### src/rtl/tpu_pkg.sv
// -----------------------------------------------------------------------------
// tpu_pkg
// Shared definitions for the systolic array drain path:
//   - default array geometry (columns, accumulator and result widths, FIFO depth)
//   - collector_state_t : state encoding of the output collector FSM
//   - sat_narrow        : signed clamp of a value to an out_w-bit range
// No ports; imported by the collector and its sub-modules.
// -----------------------------------------------------------------------------
package tpu_pkg;

    localparam int TPU_N        = 4;
    localparam int TPU_ACC_W    = 32;
    localparam int TPU_OUT_W    = 16;
    localparam int TPU_DEPTH    = 8;
    localparam int TPU_MAX_ROWS = 255;

    typedef enum logic [1:0] {
        IDLE    = 2'd0,
        COLLECT = 2'd1,
        DRAIN   = 2'd2,
        DONE    = 2'd3
    } collector_state_t;

    // Clamps a sign-extended value into [-2^(out_w-1), 2^(out_w-1)-1] when
    // saturate is set; otherwise returns it unchanged so the caller's width
    // cast performs a two's-complement wrap. The caller keeps the low out_w bits.
    function automatic logic [63:0] sat_narrow(input logic signed [63:0] value,
                                               input int unsigned        out_w,
                                               input bit                 saturate);
        logic signed [63:0] max_v;
        logic signed [63:0] min_v;
        max_v = (64'sd1 <<< (out_w - 1)) - 64'sd1;
        min_v = -(64'sd1 <<< (out_w - 1));
        if (saturate && (value > max_v)) begin
            return max_v;
        end else if (saturate && (value < min_v)) begin
            return min_v;
        end
        return value;
    endfunction

endpackage

### src/rtl/collector_fifo.sv
// -----------------------------------------------------------------------------
// collector_fifo
// Synchronous single-clock FIFO holding aligned result rows.
// First-word latency 1: a row written on edge t is visible on rd_data after t.
// Caller guarantees wr_en only when !full or rd_en, and rd_en only when !empty.
// Ports:
//   clock, reset (sync, active-low), clear (sync flush)
//   wr_en, wr_data      : push side
//   rd_en, rd_data      : pop side (rd_data is the head row, combinational)
//   full, empty, count  : occupancy
// -----------------------------------------------------------------------------
module collector_fifo #(
    parameter  int WIDTH = 64,
    parameter  int DEPTH = 8,
    localparam int PTR_W = $clog2(DEPTH),
    localparam int CNT_W = $clog2(DEPTH + 1)
) (
    input  logic             clock,
    input  logic             reset,
    input  logic             clear,
    input  logic             wr_en,
    input  logic [WIDTH-1:0] wr_data,
    input  logic             rd_en,
    output logic [WIDTH-1:0] rd_data,
    output logic             full,
    output logic             empty,
    output logic [CNT_W-1:0] count
);

    logic [WIDTH-1:0] mem [DEPTH];
    logic [PTR_W-1:0] wr_ptr;
    logic [PTR_W-1:0] rd_ptr;

    // NOTE: row storage has no reset; only pointers and count are cleared, and
    //       a slot is never read before it has been written.
    always_ff @(posedge clock) begin
        if (wr_en) begin
            mem[wr_ptr] <= wr_data;
        end
    end

    // NOTE: state registers use non-blocking assignments so every flop samples
    //       pre-edge values regardless of statement order.
    always_ff @(posedge clock) begin
        if (!reset || clear) begin
            wr_ptr <= '0;
            rd_ptr <= '0;
            count  <= '0;
        end else begin
            if (wr_en) wr_ptr <= wr_ptr + 1'b1;
            if (rd_en) rd_ptr <= rd_ptr + 1'b1;
            case ({wr_en, rd_en})
                2'b10:   count <= count + 1'b1;
                2'b01:   count <= count - 1'b1;
                default: ;
            endcase
        end
    end

    assign rd_data = mem[rd_ptr];
    assign full    = (count == CNT_W'(DEPTH));
    assign empty   = (count == '0);

endmodule

### src/rtl/systolic_output_collector.sv
// -----------------------------------------------------------------------------
// systolic_output_collector
// Drain-side partner of the array feeder: deskews the diagonally skewed column
// results leaving the array bottom into aligned rows, narrows each column,
// buffers rows in a FIFO (the array cannot stall) and offers them to the
// result writer over valid/ready.
// Build option: define COLLECT_SAT_EN to saturate ACC_W -> OUT_W; otherwise
// each column is truncated (two's-complement wrap).
// Ports:
//   clock, reset (sync, active-low)
//   start, num_rows         : job launch (accepted in IDLE only)
//   col_valid, col_data     : per-column results, column c lags column 0 by c
//   res_valid, res_ready    : aligned-row handshake
//   res_data, res_last      : aligned row and final-row marker
//   busy, done              : job status, done is a one-cycle pulse
//   overflow, err_align     : sticky job errors
// -----------------------------------------------------------------------------
module systolic_output_collector
    import tpu_pkg::*;
#(
    parameter  int N        = TPU_N,
    parameter  int ACC_W    = TPU_ACC_W,
    parameter  int OUT_W    = TPU_OUT_W,
    parameter  int DEPTH    = TPU_DEPTH,
    parameter  int MAX_ROWS = TPU_MAX_ROWS,
    localparam int NR_W     = $clog2(MAX_ROWS + 1)
) (
    input  logic               clock,
    input  logic               reset,
    input  logic               start,
    input  logic [NR_W-1:0]    num_rows,
    input  logic [N-1:0]       col_valid,
    input  logic [N*ACC_W-1:0] col_data,
    output logic               res_valid,
    input  logic               res_ready,
    output logic [N*OUT_W-1:0] res_data,
    output logic               res_last,
    output logic               busy,
    output logic               done,
    output logic               overflow,
    output logic               err_align
);

    localparam int CNT_W = $clog2(DEPTH + 1);
`ifdef COLLECT_SAT_EN
    localparam bit SAT_EN = 1'b1;
`else
    localparam bit SAT_EN = 1'b0;
`endif

    collector_state_t state, state_next;

    logic               capture;     // column samples are accepted only while collecting
    logic               clear;       // job launch: flush deskew, counters, stickies
    logic [N-1:0]       row_valid;   // aligned valids, one per column
    logic [N*OUT_W-1:0] row_narrow;  // aligned row after narrowing
    logic               row_seen;    // complete row arrived (counted even if dropped)
    logic               row_mixed;   // valids disagree after deskew
    logic               pop;
    logic               fifo_wr;
    logic               fifo_full;
    logic               fifo_empty;
    logic [CNT_W-1:0]   fifo_count;
    logic [N*OUT_W-1:0] fifo_rd_data;
    logic [NR_W-1:0]    rows_in;
    logic [NR_W-1:0]    num_rows_q;

    // Deskew: column c gets N-1-c delay stages so every column reaches the
    // common align register on the same edge.
    for (genvar c = 0; c < N; c++) begin : g_col
        localparam int STAGES = N - 1 - c;
        logic [ACC_W-1:0] tap_data;
        logic             tap_valid;
        logic [ACC_W-1:0] al_data;
        logic             al_valid;

        if (STAGES == 0) begin : g_direct
            assign tap_data  = col_data[c*ACC_W +: ACC_W];
            assign tap_valid = col_valid[c] & capture;
        end else begin : g_shift
            logic [ACC_W-1:0] sr_data [STAGES];
            logic [STAGES-1:0] sr_valid;

            always_ff @(posedge clock) begin
                if (!reset || clear) begin
                    sr_valid <= '0;
                    for (int i = 0; i < STAGES; i++) sr_data[i] <= '0;
                end else begin
                    sr_valid[0] <= col_valid[c] & capture;
                    sr_data[0]  <= col_data[c*ACC_W +: ACC_W];
                    for (int i = 1; i < STAGES; i++) begin
                        sr_valid[i] <= sr_valid[i-1];
                        sr_data[i]  <= sr_data[i-1];
                    end
                end
            end

            assign tap_data  = sr_data[STAGES-1];
            assign tap_valid = sr_valid[STAGES-1];
        end

        always_ff @(posedge clock) begin
            if (!reset || clear) begin
                al_valid <= 1'b0;
                al_data  <= '0;
            end else begin
                al_valid <= tap_valid;
                al_data  <= tap_data;
            end
        end

        assign row_valid[c] = al_valid;
        assign row_narrow[c*OUT_W +: OUT_W] =
            OUT_W'(sat_narrow(64'($signed(al_data)), OUT_W, SAT_EN));
    end

    assign row_seen  = capture && (&row_valid);
    assign row_mixed = capture && (|row_valid) && !(&row_valid);
    assign res_valid = !fifo_empty;
    assign pop       = res_valid && res_ready;
    // A full FIFO still accepts the row if the head leaves on the same edge.
    assign fifo_wr   = row_seen && (!fifo_full || pop);
    assign res_data  = res_valid ? fifo_rd_data : '0;

    collector_fifo #(
        .WIDTH (N * OUT_W),
        .DEPTH (DEPTH)
    ) u_fifo (
        .clock   (clock),
        .reset   (reset),
        .clear   (clear),
        .wr_en   (fifo_wr),
        .wr_data (row_narrow),
        .rd_en   (pop),
        .rd_data (fifo_rd_data),
        .full    (fifo_full),
        .empty   (fifo_empty),
        .count   (fifo_count)
    );

    // State register
    always_ff @(posedge clock) begin
        if (!reset) state <= IDLE;
        else        state <= state_next;
    end

    // Next-state logic
    // NOTE: state_next gets a default before the case so no path leaves it
    //       unassigned, which would otherwise infer a latch.
    always_comb begin
        state_next = state;
        unique case (state)
            IDLE:    if (start) state_next = (num_rows == '0) ? DONE : COLLECT;
            COLLECT: if (row_seen && (rows_in == num_rows_q - 1'b1)) state_next = DRAIN;
            DRAIN:   if ((pop && res_last) || fifo_empty) state_next = DONE;
            DONE:    state_next = IDLE;
            default: state_next = IDLE;
        endcase
    end

    // Output logic
    always_comb begin
        busy     = (state != IDLE);
        done     = (state == DONE);
        capture  = (state == COLLECT);
        clear    = (state == IDLE) && start;
        res_last = (state == DRAIN) && (fifo_count == CNT_W'(1));
    end

    // Row counter, job length and sticky errors
    always_ff @(posedge clock) begin
        if (!reset) begin
            rows_in    <= '0;
            num_rows_q <= '0;
            overflow   <= 1'b0;
            err_align  <= 1'b0;
        end else if (clear) begin
            rows_in    <= '0;
            num_rows_q <= num_rows;
            overflow   <= 1'b0;
            err_align  <= 1'b0;
        end else begin
            if (row_seen)                          rows_in   <= rows_in + 1'b1;
            if (row_seen && fifo_full && !pop)     overflow  <= 1'b1;
            if (row_mixed)                         err_align <= 1'b1;
        end
    end

endmodule

### config.mk
export PLATFORM = sky130hd
export DESIGN_NAME = systolic_output_collector
export DESIGN_NICKNAME = d
export VERILOG_FILES = /design/src/rtl/tpu_pkg.sv /design/src/rtl/collector_fifo.sv /design/src/rtl/systolic_output_collector.sv
export SDC_FILE = /design/constraint.sdc
export NUM_CORES = 1
export LEC_CHECK = 0
export BUFFER_PORTS_ARGS = -buffer_cell sky130_fd_sc_hd__buf_2
export CAP_MARGIN = 30
export CORE_ASPECT_RATIO = 0.5
export CORE_UTILIZATION = 40
export DETAILED_ROUTE_END_ITERATION = 6
export SLEW_MARGIN = 15
export SYNTH_ARGS = -nofsm -noshare
export SYNTH_HDL_FRONTEND = slang
export SYNTH_HIERARCHICAL = 1
export SYNTH_SLANG_ARGS = --single-unit
### constraint.sdc
create_clock -name clock -period 8 [get_ports clock]
set_clock_uncertainty 0.2 [all_clocks]
set_input_delay 0.8 -clock clock [delete_from_list [all_inputs] [get_ports clock]]
set_output_delay 0.8 -clock clock [all_outputs]
set_load 0.03 [all_outputs]
== Yosys cells after proc, flatten, opt, wreduce, memory -nomap -nowiden ==
Memories as Yosys holds them, arrays and structs flattened. A register that Yosys moved wholly into a read port is not among the register bits.
Cells that the tools add are included.

* Register bits after elaboration: 56
* Memory bits (writable): 704
* Bits of input ports: 144
* Memories: 4

* Add/subtract/negate cells: 6
* Eq/ne operators: 11
* Mux-type cells: 21
* Bitwise logic cells: 10
* Reductions and logical operators: 29

{| class="wikitable"
|+ Memory list
! memory !! depth !! width !! read ports !! clocked after memory_dff !! write ports !! RTL line !! RTL
|-
| u_fifo.mem || 8 || 64 || 1 || 1 || 1 || collector_fifo.sv:30 || <nowiki>logic [WIDTH-1:0] mem [DEPTH];</nowiki>
|-
| g_col[0].g_shift.sr_data || 3 || 32 || 3 || 1 || 3 || systolic_output_collector.sv:81 || <nowiki>logic [ACC_W-1:0] sr_data [STAGES];</nowiki>
|-
| g_col[1].g_shift.sr_data || 2 || 32 || 2 || 1 || 2 || systolic_output_collector.sv:81 ||
|-
| g_col[2].g_shift.sr_data || 1 || 32 || 1 || 1 || 1 || systolic_output_collector.sv:81 ||
|}

{| class="wikitable"
|+ Operator list
! cell !! number
|-
| $mux W32 || 6
|-
| $mux W64 || 1
|-
| $reduce_or A32 Y1 || 1
|-
| $logic_and A1 B1 Y1 || 11
|-
| $add A8 B1 Y8 const B || 1
|-
| $eq A8 B8 Y1 || 1
|-
| $logic_not A8 Y1 || 1
|-
| $mux W2 || 4
|-
| $pmux W2 S4 || 1
|-
| $pmux W4 S2 || 1
|-
| $sub A8 B1 Y8 const B || 1
|-
| $add A3 B1 Y3 const B || 2
|-
| $eq A2 B2 Y1 const B || 3
|-
| $mux W1 || 6
|-
| $mux W3 || 2
|-
| $logic_not A1 Y1 || 5
|-
| $or A1 B1 Y1 || 5
|-
| $add A4 B1 Y4 const B || 1
|-
| $and A1 B1 Y1 || 4
|-
| $eq A2 B1 Y1 const B || 2
|-
| $eq A4 B1 Y1 const B || 1
|-
| $eq A4 B4 Y1 const B || 1
|-
| $logic_not A4 Y1 || 1
|-
| $ne A2 B2 Y1 const B || 2
|-
| other kinds (10) || 13
|}

== Logic depth before layout (Yosys ltp) ==
Gate-level depths: netlist of the first run.

* Depth after elaboration: 7
* Mapped depth: 13

== Cells and area by module ==
The synthesis of the first run kept the hierarchy.

{| class="wikitable"
|+ Modules (own cells, without submodules)
! module !! times used !! cells an instance !! area each (um^2) !! seq. area each (um^2)
|-
| collector_fifo || 1 || 813 || 19844.0 || 15635.0
|-
| systolic_output_collector || 1 || 605 || 6333.6 || 3803.6
|}

== Least setup slack after synthesis of the first run ==
No wires, ideal clock.

* Path type: flip-flop to flip-flop
* From: reg u_fifo.count[1]
* To: mem u_fifo.mem[0][0], enable pin
* Setup time: 0.565 ns
* Arrival time: 5.858 ns
* Required time: 7.235 ns
* Slack: 1.377 ns
* Stages on the path, launching flop included: 8
* Path buffers: 1
* Cell sequence: dfxtp_1 -> clkbuf_1 -> nor4_1 -> inv_1 -> nand2_1 -> a21oi_1 -> nand2b_1 -> nor3_1

* Longest elaborated chain between the ends: 7
* Elaborated cells on any way between the ends: 9
* Classes of those cells: 1 x eq/ne; 2 x mux; 6 x reduce/logical

{| class="wikitable"
|+ RTL lines
! element !! RTL line !! RTL
|-
| start: declaration || collector_fifo.sv:27 || <nowiki>output logic [CNT_W-1:0] count</nowiki>
|-
| start signal: assignment || collector_fifo.sv:53 || <nowiki>2'b10: count <= count + 1'b1;</nowiki>
|-
| start signal: assignment || collector_fifo.sv:54 || <nowiki>2'b01: count <= count - 1'b1;</nowiki>
|-
| $logic_not A4 Y1 || collector_fifo.sv:62 || <nowiki>assign empty = (count == '0);</nowiki>
|-
| named net fifo_empty || systolic_output_collector.sv:62 || <nowiki>logic fifo_empty;</nowiki>
|-
| $logic_not A1 Y1 || systolic_output_collector.sv:119 || <nowiki>assign res_valid = !fifo_empty;</nowiki>
|-
| named net res_valid || systolic_output_collector.sv:34 || <nowiki>output logic res_valid,</nowiki>
|-
| $logic_and A1 B1 Y1 || systolic_output_collector.sv:120 || <nowiki>assign pop = res_valid && res_ready;</nowiki>
|-
| $logic_or A1 B1 Y1 || systolic_output_collector.sv:122 || <nowiki>assign fifo_wr = row_seen && (!fifo_full || pop);</nowiki>
|-
| $logic_and A1 B1 Y1 || systolic_output_collector.sv:122 ||
|-
| named net fifo_wr || systolic_output_collector.sv:60 || <nowiki>logic fifo_wr;</nowiki>
|-
| $mux W1 || collector_fifo.sv:37 || <nowiki>if (wr_en) begin</nowiki>
|-
| $mux W1 (not written as such) || collector_fifo.sv:38 || <nowiki>mem[wr_ptr] <= wr_data;</nowiki>
|-
| end: declaration || collector_fifo.sv:30 ||
|}

The timed path passes the listed nets, and every way through them passes these cells.

==> results of run 1 <==
## area by class of cell
type	instances	area (um^2)	area share [%]
inverters	9	33.8	0.112
repair buffers	175	1070	3.56
multi-input cells	607	6340	21.1
clock buffers	85	1700	5.65
clock inverters	31	357	1.19
flip-flops and latches	715	19400	64.8
well taps	871	1090	3.63
## through the flow
step,setup WS [ns],total power [W]
floorplan,1.38,0.00434
global placement,3.95,0.00444
detailed placement,3.96,0.00444
CTS,3.54,0.00744
global route,3.41,0.00763
finish,3.62,0.00736
## path summary, 6_finish.rpt
| path | from | end | cells past startpoint |
|---|---|---|---|
| hold reg to reg | g_col[0].g_shift.sr_data[2][12]$_SDFF_PP0_ | g_col[0].al_data[12]$_SDFF_PP0_ | 1 |
| hold / removal | col_data[108] | g_col[3].al_data[12]$_SDFF_PP0_ | 2 |
| setup reg to reg | u_fifo/count[1]$_SDFFE_PP0P_ | u_fifo/mem[3][16]$_DFFE_PP_ | 8 |
| setup / recovery | register | res_data[54] | 5 |
## cell usage after synthesis, types with 2 or more instances
cell type / count
edfxtp_1: 512
dfxtp_1: 203
and3_1: 171
mux4_2: 128
nor2b_1: 67
mux2_2: 64
clkbuf_1: 57
nand2_1: 34
nor2_1: 24
buf_6: 12
ha_1: 12
xor2_1: 11
xnor2_1: 10
a21oi_1: 9
buf_1: 9
a21boi_0: 8
inv_1: 8
nand2b_1: 6
o21ai_0: 6
buf_2: 5
nand3_1: 5
nand4_1: 5
nor3_1: 5
a31oi_1: 4
nor4_1: 4
nor4b_1: 4
and2_1: 3
buf_4: 3
mux2i_1: 3
or3_1: 3
a311o_1: 2
nor3b_1: 2
## state kept, by name, summed over array words and instances, names as in the netlist, named ones only
| signal | cells |
|---|---|
| g_col.al_valid | 4 |
| state | 2 |
| num_rows_q | 8 |
| u_fifo/count | 4 |
| g_col.g_shift.sr_data | 96 |
| g_col.g_shift.sr_valid | 6 |
| u_fifo/wr_ptr | 3 |
| overflow | 1 |
| u_fifo/rd_ptr | 3 |
| rows_in | 8 |
| err_align | 1 |
| g_col.al_data | 64 |
| u_fifo/mem | 512 |
## cell families (layout without fill, tap and decap cells)
logic type	count (synthesis)	count (layout)	synth area share, %
buffers and inverters	96	300	1.79
AOI/OAI and AO/OA	37	37	1.01
DFF	715	715	74.3
muxes	195	195	13.9
adders and majority gates	12	12	0.574
xor gates and xnor gates	21	21	0.703
and+or+nand+nor	342	342	7.78
## power by group through the flow
stage	Combinational, W	Sequential (W)	Clock, W
after floorplan	0.000187	0.00415	0
after detailed placement	0.000269	0.00417	0
after global placement	0.000267	0.00417	0
after global routing	0.000299	0.00410	0.00323
final	0.000269	0.00409	0.00300
after CTS	0.000271	0.00409	0.00308
## worst max-delay path: cells and delay by family, from the launching register on
family | cells | cell delay (ns)
flip-flops | 1 | 0.60
buffers and inverters | 2 | 0.86
AND/OR/NAND/NOR | 1 | 0.17
multiplexers | 2 | 0.86
## per-layer routing
layer / wire length [um] / part of all wire [%] / vias to the layer above / track usage, %
met5: 0 / 0 / - / 0
met4: 663 / 1.3 / 0 / 3.21
met3: 1860 / 3.6 / 56 / 2.54
met2: 25100 / 49 / 192 / 25.6
met1: 24000 / 46 / 6453 / 21.8
li1: - / - / 5812 / -
==> flow_summary_export.csv, run 1 <==
group,metric,value,unit
outcome,status,"finished, final reports clean",
layout,final_core_util,47.0,%
layout,nets,1725,
power_and_ir_drop,pwr_density_cell,245,mW/mm^2
worst_setup_path,worstPathMaxFanout,111,
clocking,post-cts-setup-buffers,0,
worst_setup_path,slowest_stage,"buf_12",
worst_setup_path,cp-end-kind,"output port",
clocking,hold_buffers,0,
layout,area.growth.synth_to_final,14.7,%
logic_synthesis,ys_ff_latch,715,
worst_setup_path,crit_path_start_kind,"register",
grt,overflow,0,
power_and_ir_drop,power.switching,0.00154,W
layout,final_cell_mix,"edfxtp_1, dfxtp_1, and3_1, buf_2, mux4_2",
clocking,cts_sinks,715,
worst_setup_path,cp.required,7.00,ns
floorplan,core,0.0638,mm^2
power_and_ir_drop,power.share.clock,40.7,%
timing,tightestPinTransition,1.09,ns
timing,period_share,54.8,%
timing,hold_viol,0,
layout,fillers,5408,
worst_setup_path,max_stage_delay,0.63,ns
power_and_ir_drop,peakVddDrop,0.192,mV
timing,final_max_slew_viol_count,0,
logic_synthesis,syn_area,0.0262,mm^2
timing,max_clock_freq,228,MHz
logic_synthesis,yosysUniqueCellTypes,51,
layout,diodes,0,
routing,drtPass1Iterations,4,
logic_synthesis,synth_area_leaders,"edfxtp_1, dfxtp_1, mux4_2",
clocking,cts.clk_slew.worst_paths,0.07,ns
logic_synthesis,syn_inst,1418,
power_and_ir_drop,p_sw_share,20.9,%
routing,drt_iter0_drc,858,
grt,antenna_found_initial,0,
floorplan,die_w,364,um
logic_synthesis,syn-num-nets,1574,
clocking,cts_resized,0,
layout,fin_area,0.0300,mm^2
routing,routed_wl,51600,um
floorplan,initial_core_util,41.0,%
grt,grtUsageTotal,15.6,%
grt,grt_max_degree,112,
routing,wire_per_inst,20.7,um
place,place_hpwl,26600,um
worst_setup_path,path_class,"register to output port",
logic_synthesis,yosys_warnings,6,
power_and_ir_drop,pwr-share-comb,3.7,%
flow_run,cap_violations,0,
worst_setup_path,critPathArrivalTime,3.38,ns
grt,grt_pass1_vias,12900,
floorplan,die_area,0.0665,mm^2
place,place_congestion,0.710,
power_and_ir_drop,internal_power,0.00582,W
clocking,cts_tree,"yes",
clocking,clockBufferDepth,3,
routing,drc,0,
worst_setup_path,ff2ff_setup_slack,4.06,ns
layout,drive_above_1_share,29.9,%
logic_synthesis,ys.flop_type,"edfxtp_1",
logic_synthesis,async_flop_share,0,%
clocking,numCtsBuffers,61,
place,port_buffers,149,
timing,setup_tns,0,ns
routing,vias,12500,
worst_setup_path,worstPathCellList,"buf_12 > mux4_2 > mux2_2 > nor2b_1 > buf_2",
hold_path,hold_path.class,"input port to register",
logic_synthesis,ys_seq_area_share,74.3,%
layout,fin_cells,2493,
layout,layout_commonest_cell,"edfxtp_1",
power_and_ir_drop,p_leak,10.6,nW
routing,ant_nets,0,
timing,finalSetupViolCount,0,
floorplan,fp-row-count,65,
timing,fin_hold_ws,0.196,ns
place,placed_cell_area,0.0279,mm^2
floorplan,die_h,183,um
clocking,h-tree-depth,2,
timing,rsz0062_at_grt,"no",
clocking,cts_root_buf,"clkbuf_16",
logic_synthesis,avgSynthCellArea,18.5,um^2
floorplan,io_pins,214,
logic_synthesis,synth_edf_count,512,
logic_synthesis,yosys.area.top_type,"edfxtp_1",
timing,period_minus_slack,4.38,ns
timing,maxSlewHeadroom,27.5,%
routing,vias_per_cell,5.02,
clocking,worstSkewPairLatency,0.63,ns
grt,grt_pass1_wl,78100,um
power_and_ir_drop,seqPwrFrac,55.6,%
place,place_inst,2372,
logic_synthesis,synth_top_area_share,58.7,%
(Power assumes the default switching activity.)
==> inputs of run 2 (changes only) <==
--- a/config.mk
+++ b/config.mk
@@ -5,6 +5,7 @@
 export SDC_FILE = /design/constraint.sdc
 export NUM_CORES = 1
 export LEC_CHECK = 0
+export ABC_AREA = 1
 export BUFFER_PORTS_ARGS = -buffer_cell sky130_fd_sc_hd__buf_2
 export CAP_MARGIN = 30
 export CORE_ASPECT_RATIO = 0.5
==> constraint.sdc (replaced) <==
create_clock -name clock -period 3.8 [get_ports clock]
set_clock_uncertainty 0.2 [all_clocks]
set_input_delay 0.38 -clock clock [delete_from_list [all_inputs] [get_ports clock]]
set_output_delay 0.38 -clock clock [all_outputs]
set_load 0.03 [all_outputs]
==> run 2 against run 1 <==
Clock power rose by 130%; register-to-register slack got worse by 3.4 ns; worst hold slack worse by 0.098 ns; sequential share of layout area is 4.0 points lower; sequential power grew 110%; synthesized cell count increased by 67%; first-iteration DRC count grew 26%.
==> flow_summary_export.csv, run 2 <==
group,metric,value,unit
logic_synthesis,ys_seq_area_share,72.1,%
routing,wire_per_inst,15.6,um
timing,hold_viol,0,
layout,fin_area,0.0320,mm^2
worst_setup_path,crit_path_start_kind,"register",
worst_setup_path,r2r_cells,8,
layout,layout_commonest_cell,"nor2_1",
worst_setup_path,ff2ff_setup_slack,0.65,ns
grt,overflow,0,
place,placed_cell_area,0.0289,mm^2
grt,grt_max_degree,174,
routing,drc,0,
layout,regMostFlops,"u_fifo/mem",
logic_synthesis,synthXorXnorAreaFrac,0.260,%
logic_synthesis,synth_top_area_share,57.0,%
worst_setup_path,path_buf_inv,3,
layout,largest_register_ffs,512,
floorplan,die_h,186,um
logic_synthesis,synth.area.mux_share,2.37,%
layout,diodes,0,
routing,ant_nets,0,
layout,fillers,5754,
floorplan,io_pins,214,
logic_synthesis,yosysUniqueCellTypes,30,
timing,max_clock_freq,298,MHz
flow_run,cap_violations,0,
routing,vias_per_cell,4.74,
clocking,cts_root_buf,"clkbuf_16",
worst_setup_path,critPathCapture,"res_data[0]",
logic_synthesis,synth_top_family_by_area,"simple AND/OR/NAND/NOR gates",
clocking,cts_sinks,715,
worst_setup_path,cp-end-kind,"output port",
worst_setup_path,worstPathMaxFanout,162,
place,port_buffers,149,
floorplan,fp-row-count,66,
place,place_hpwl,28800,um
timing,rsz0062_at_grt,"no",
logic_synthesis,syn_inst,2375,
worst_setup_path,cp.required,3.22,ns
routing,routed_wl,55300,um
timing,tightestPinTransition,0.908,ns
worst_setup_path,critPathArrivalTime,2.78,ns
hold_path,hold_path.class,"input port to register",
logic_synthesis,yosys.area.top_type,"edfxtp_1",
clocking,h-tree-depth,3,
timing,finalSetupViolCount,0,
layout,reg.largest.list,"u_fifo/mem (512), g_col.g_shift.sr_data (96), g_col.al_data (64)",
routing,drt_iter0_drc,1079,
worst_setup_path,crit_family,"buffers and inverters",
logic_synthesis,ys_ff_latch,715,
worst_setup_path,max_stage_delay,0.54,ns
clocking,cts.clk_slew.worst_paths,0.07,ns
logic_synthesis,yosysMostFrequentCell,"nor2_1",
timing,fin_hold_ws,0.0983,ns
layout,drive_above_1_share,11.7,%
layout,nets,2756,
worst_setup_path,crit_cells,10,
clocking,clockBufferDepth,3,
clocking,numCtsBuffers,67,
timing,period_minus_slack,3.36,ns
clocking,cts_resized,0,
place,place_congestion,0.739,
logic_synthesis,yosys.area_share.simple,11.5,%
worst_setup_path,r2r-start,"u_fifo/count[0]$_SDFFE_PP0P_",
logic_synthesis,ys.flop_type,"edfxtp_1",
grt,grt_pass1_vias,16000,
outcome,status,"finished, final reports clean",
power_and_ir_drop,total_power,0.0164,W
logic_synthesis,synth-compound-area-share,7.19,%
worst_setup_path,slowest_stage,"buf_12",
routing,vias,16800,
logic_synthesis,synth_edf_count,512,
logic_synthesis,async_flop_share,0,%
worst_setup_path,crit_path_frequent_cell,"nor2_1",
logic_synthesis,avgSynthCellArea,11.4,um^2
logic_synthesis,yosys_warnings,6,
timing,final_max_slew_viol_count,0,
power_and_ir_drop,pwr_density_cell,511,mW/mm^2
floorplan,core,0.0658,mm^2
logic_synthesis,synth_commonest_cells,"nor2_1, edfxtp_1, inv_1, nand2_1, o21ai_0",
timing,period_share,88.4,%
logic_synthesis,syn-num-nets,2531,
layout,final_cell_mix,"nor2_1, edfxtp_1, inv_1, nand2_1, o21ai_0",
clocking,cts_tree,"yes",
grt,grtUsageTotal,16.1,%
worst_setup_path,worstPathCellList,"buf_12 > nor2_1 > nor2_1 > o21ai_0 > o21ai_0 > nand2_1 > nand2_1 > inv_1 > nor2_1 > buf_2",
power_and_ir_drop,peakVddDrop,0.290,mV
routing,drtPass1Iterations,5,
clocking,worstSkewPairLatency,0.59,ns
floorplan,initial_core_util,41.0,%
grt,grt_pass1_wl,85900,um
grt,antenna_found_initial,0,
layout,final_core_util,48.7,%
logic_synthesis,synth_area_leaders,"edfxtp_1, dfxtp_1, nor2_1",
floorplan,die_area,0.0686,mm^2
worst_setup_path,worstReg2RegEnd,"u_fifo/mem[0][62]$_DFFE_PP_",
logic_synthesis,syn_area,0.0270,mm^2
timing,maxSlewHeadroom,39.4,%
floorplan,die_w,369,um
logic_synthesis,synthAdderAreaFrac,0.557,%
power_and_ir_drop,p_leak,12.1,nW
worst_setup_path,path_class,"register to output port",
layout,area.growth.synth_to_final,18.7,%
run 2: cell count changes in the layout (fill, tap and decap cells not counted), sizes merged, moves of 128 or more:
| cell | delta |
|---|---|
| and3 | -172 |
| inv | +267 |
| mux4 | -128 |
| nand2 | +220 |
| o21ai | +271 |
| nor2 | +509 |
run 2: worst min-delay path by stage:
stage | start | end | slack (ns) | depth (start not counted)
finish | start | state[0]$_SDFFE_PN0P_ | 0.1 | 6
global route | start | state[0]$_SDFFE_PN0P_ | 0.14 | 5
CTS | start | state[0]$_SDFFE_PN0P_ | 0.06 | 5
detailed placement | g_col[1].g_shift.sr_data[1][14]$_SDFF_PP0_ | g_col[1].al_data[14]$_SDFF_PP0_ | 0.20 | 2
global placement | g_col[0].g_shift.sr_valid[1]$_SDFF_PP0_ | g_col[0].g_shift.sr_valid[2]$_SDFF_PP0_ | 0.19 | 2
floorplan | g_col[0].g_shift.sr_data[2][0]$_SDFF_PP0_ | g_col[0].al_data[0]$_SDFF_PP0_ | 0.19 | 2
run 2: what timing repair did:
item | CTS | global route
endpoints found under the hold margin | 78 | 0
endpoints found under the setup margin | 0 | 0
hold buffers | 83 | 0
setup buffers | 0 | 0
run 2: power breakdown:
group          total, W  switching (W)  leakage [nW]  internal [W]
sequential      0.00868       0.000138          6.38       0.00854
combinational  0.000846       0.000533          4.62      0.000314
clock           0.00683        0.00285          1.10       0.00398
run 2: logic make-up after synthesis:
kind of cell,after synthesis
multiplexers,64
adder cells (fa/ha/maj),12
AND/OR/NAND/NOR,813
buffers and inverters,392
XOR/XNOR,8
AO/OA/AOI/OAI,371
flip-flops,715
run 2: worst min-delay path, stage by stage:
cell and delay, ns:
buf_2 0.11, nor2_1 0.09, a21oi_1 0.07, nand3_1 0.08, nand2_1 0.05, nor2_1 0.07
run 2: routing by layer:
metal / part of all wire [%] / wire length [um] / track usage [%] / vias to the layer above
met5: 0 / 0 / 0 / -
met4: 2.1 / 1180 / 4.76 / 0
met3: 3.2 / 1750 / 2.66 / 78
met2: 49 / 26800 / 27.8 / 201
met1: 46 / 25600 / 20.9 / 8134
li1: - / - / - / 8343
run 2: area by class of cell:
cell class | count | area [um^2] | area share [%]
Sequential cell | 715 | 19400 | 60.7
Multi-Input combinational cell | 1268 | 5980 | 18.7
Timing Repair Buffer | 274 | 2200 | 6.88
Clock buffer | 93 | 1920 | 5.99
Tap cell | 884 | 1110 | 3.45
Inverter | 274 | 1040 | 3.23
Clock inverter | 29 | 335 | 1.05
run 2: through the flow:
step                instances  worst slack [ns]  setup TNS (ns)
global placement         3332             0.722               0
CTS                      3537             0.410               0
floorplan                2375            -0.887         -254.45
detailed placement       3332             0.626               0
global route             3537             0.241               0
finish                   3537             0.441               0
==> inputs of run 3 (changes only) <==
==> constraint.sdc (replaced) <==
create_clock -name clock -period 4.05 [get_ports clock]
set_clock_uncertainty 0.2 [all_clocks]
set_input_delay 0.405 -clock clock [delete_from_list [all_inputs] [get_ports clock]]
set_output_delay 0.405 -clock clock [all_outputs]
set_load 0.03 [all_outputs]
==> run 3 against run 2 <==
The run now ends with DRC left; routed wire length down 1.1%; non-clock buffer count down 7; sequential cell count unchanged; count of clock-buffer cells in the layout down 14; critical path depth unchanged; sequential share of layout area up 0.65 points; worst hold slack worse by 0.0048 ns; via count down 0.70%; clock power down 13%; cell count down 0.37%; die area unchanged; critical endpoint unchanged; largest cell class unchanged.
==> flow_summary_export.csv, run 3 (synthesis gave the netlist of run 2 again) <==
group,metric,value,unit
floorplan,die_area,0.0686,mm^2
routing,ant_nets,0,
timing,rsz0062_at_grt,"no",
routing,wire_per_inst,15.5,um
power_and_ir_drop,pwr_density_cell,470,mW/mm^2
timing,period_share,86.2,%
place,place_hpwl,27300,um
timing,final_max_slew_viol_count,0,
power_and_ir_drop,seqPwrFrac,54.7,%
clocking,cts_sinks,715,
clocking,cts.clk_slew.worst_paths,0.06,ns
routing,vias,16600,
timing,tightestPinTransition,0.907,ns
worst_setup_path,critPathArrivalTime,2.89,ns
worst_setup_path,cp-end-kind,"output port",
worst_setup_path,cp.required,3.44,ns
clocking,post-cts-setup-buffers,0,
floorplan,initial_core_util,41.0,%
clocking,h-tree-depth,2,
power_and_ir_drop,peakVddDrop,0.297,mV
outcome,violations,"DRC",
power_and_ir_drop,pwr-share-comb,5.3,%
clocking,numCtsBuffers,61,
layout,diodes,0,
power_and_ir_drop,internal_power,0.0116,W
layout,largest_register_ffs,512,
power_and_ir_drop,power.switching,0.00323,W
clocking,cts_tree,"yes",
grt,grt_pass1_vias,16100,
layout,area.growth.synth_to_final,17.5,%
routing,drt_iter0_drc,974,
grt,grt_pass1_wl,85400,um
routing,drtPass1Iterations,6,
layout,layout_commonest_cell,"nor2_1",
place,place_congestion,0.744,
grt,overflow,0,
layout,reg.largest.list,"u_fifo/mem (512), g_col.g_shift.sr_data (96), g_col.al_data (64)",
routing,routed_wl,54700,um
timing,period_minus_slack,3.49,ns
layout,final_cell_mix,"nor2_1, edfxtp_1, inv_1, nand2_1, o21ai_0",
hold_path,hold_path.class,"input port to register",
floorplan,fp-row-count,66,
place,port_buffers,149,
timing,finalSetupViolCount,0,
layout,drive_above_1_share,11.3,%
worst_setup_path,worstPathMaxFanout,128,
layout,regMostFlops,"u_fifo/mem",
clocking,worstSkewPairLatency,0.61,ns
timing,maxSlewHeadroom,39.5,%
power_and_ir_drop,power.share.clock,40.0,%
timing,setup_tns,0,ns
worst_setup_path,path_class,"register to output port",
routing,vias_per_cell,4.72,
floorplan,io_pins,214,
floorplan,core,0.0658,mm^2
timing,fin_hold_ws,0.0935,ns
power_and_ir_drop,p_leak,12.0,nW
grt,grt_max_degree,129,
flow_run,cap_violations,0,
clocking,cts_root_buf,"clkbuf_16",
grt,grtUsageTotal,15.9,%
timing,max_clock_freq,286,MHz
floorplan,die_w,369,um
layout,nets,2743,
worst_setup_path,crit_path_start_kind,"register",
power_and_ir_drop,p_sw_share,21.7,%
timing,hold_viol,0,
floorplan,die_h,186,um
outcome,status,"finished, violations left",
routing,drc,1,
clocking,clockBufferDepth,3,
grt,antenna_found_initial,0,
## run 3: changes by cell type in the layout (fill, tap and decap cells not counted), sizes merged
cell and change:
dlygate4sd3 +1, clkinv +13, buf -8, clkinvlp -1, inv -4, clkbuf -14
## run 3: final timing paths
kind	start	end	slack, ns	cells after the start
setup / recovery	register	res_data[0]	0.56	10
hold / removal	start	state[0]$_SDFFE_PN0P_	0.09	5
setup reg to reg	state[1]$_SDFFE_PN0P_	u_fifo/mem[0][2]$_DFFE_PP_	0.83	10
hold reg to reg	g_col[1].g_shift.sr_data[1][4]$_SDFF_PP0_	g_col[1].al_data[4]$_SDFF_PP0_	0.18	2
## run 3: final cells by class
cell class / count / area (um^2)
clock buffers: 79 / 1690
inverters: 274 / 1040
repair buffers: 267 / 2040
multi-input cells: 1268 / 5980
clock inverters: 37 / 392
well taps: 884 / 1110
flip-flops and latches: 715 / 19400
fillers: 5776 / 34100
## run 3: timing repair
item	4_1_cts	5_1_grt
endpoints found under the hold margin	78	0
setup endpoints to repair	0	0
hold buffers	84	0
gates resized for setup	0	0
## run 3: worst max-delay path: stages (launching register included)
cell	delay, ns
dfxtp_4	0.62
buf_12	0.49
nor2_1	0.11
nor2_1	0.10
o21ai_0	0.09
o21ai_0	0.08
nand2_1	0.06
nand2_1	0.08
inv_1	0.03
nor2_1	0.19
buf_2	0.25
## run 3: power groups by stage
stage	sequential [W]	clock, W	combinational (W)
5_1_grt	0.00817	0.00638	0.000909
2_1_floorplan	0.00826	0	0.000534
6_report	0.00814	0.00595	0.000788
4_1_cts	0.00814	0.00609	0.000800
3_3_place_gp	0.00830	0	0.000715
3_5_place_dp	0.00830	0	0.000728
## run 3: stage by stage
stage | cell area, um^2 | setup WS, ns | utilization [%] | cells | power (W)
global route | 31700 | 0.325 | 48.1 | 3524 | 0.0155
finish | 31700 | 0.558 | 48.1 | 3524 | 0.0149
detailed placement | 28800 | 0.811 | 43.7 | 3324 | 0.00903
floorplan | 27000 | -0.938 | - | 2375 | 0.00880
CTS | 31700 | 0.502 | 48.1 | 3524 | 0.0150
global placement | 28800 | 0.861 | 43.7 | 3324 | 0.00901
## run 3: metal layers
layer	part of all wire [%]	wire length (um)	track usage (%)	up-vias
met3	3.9	2150	2.30	70
li1	-	-	-	8304
met4	1.6	849	3.40	0
met5	0	0	0	-
met2	48	26500	27.9	243
met1	46	25200	20.9	8022
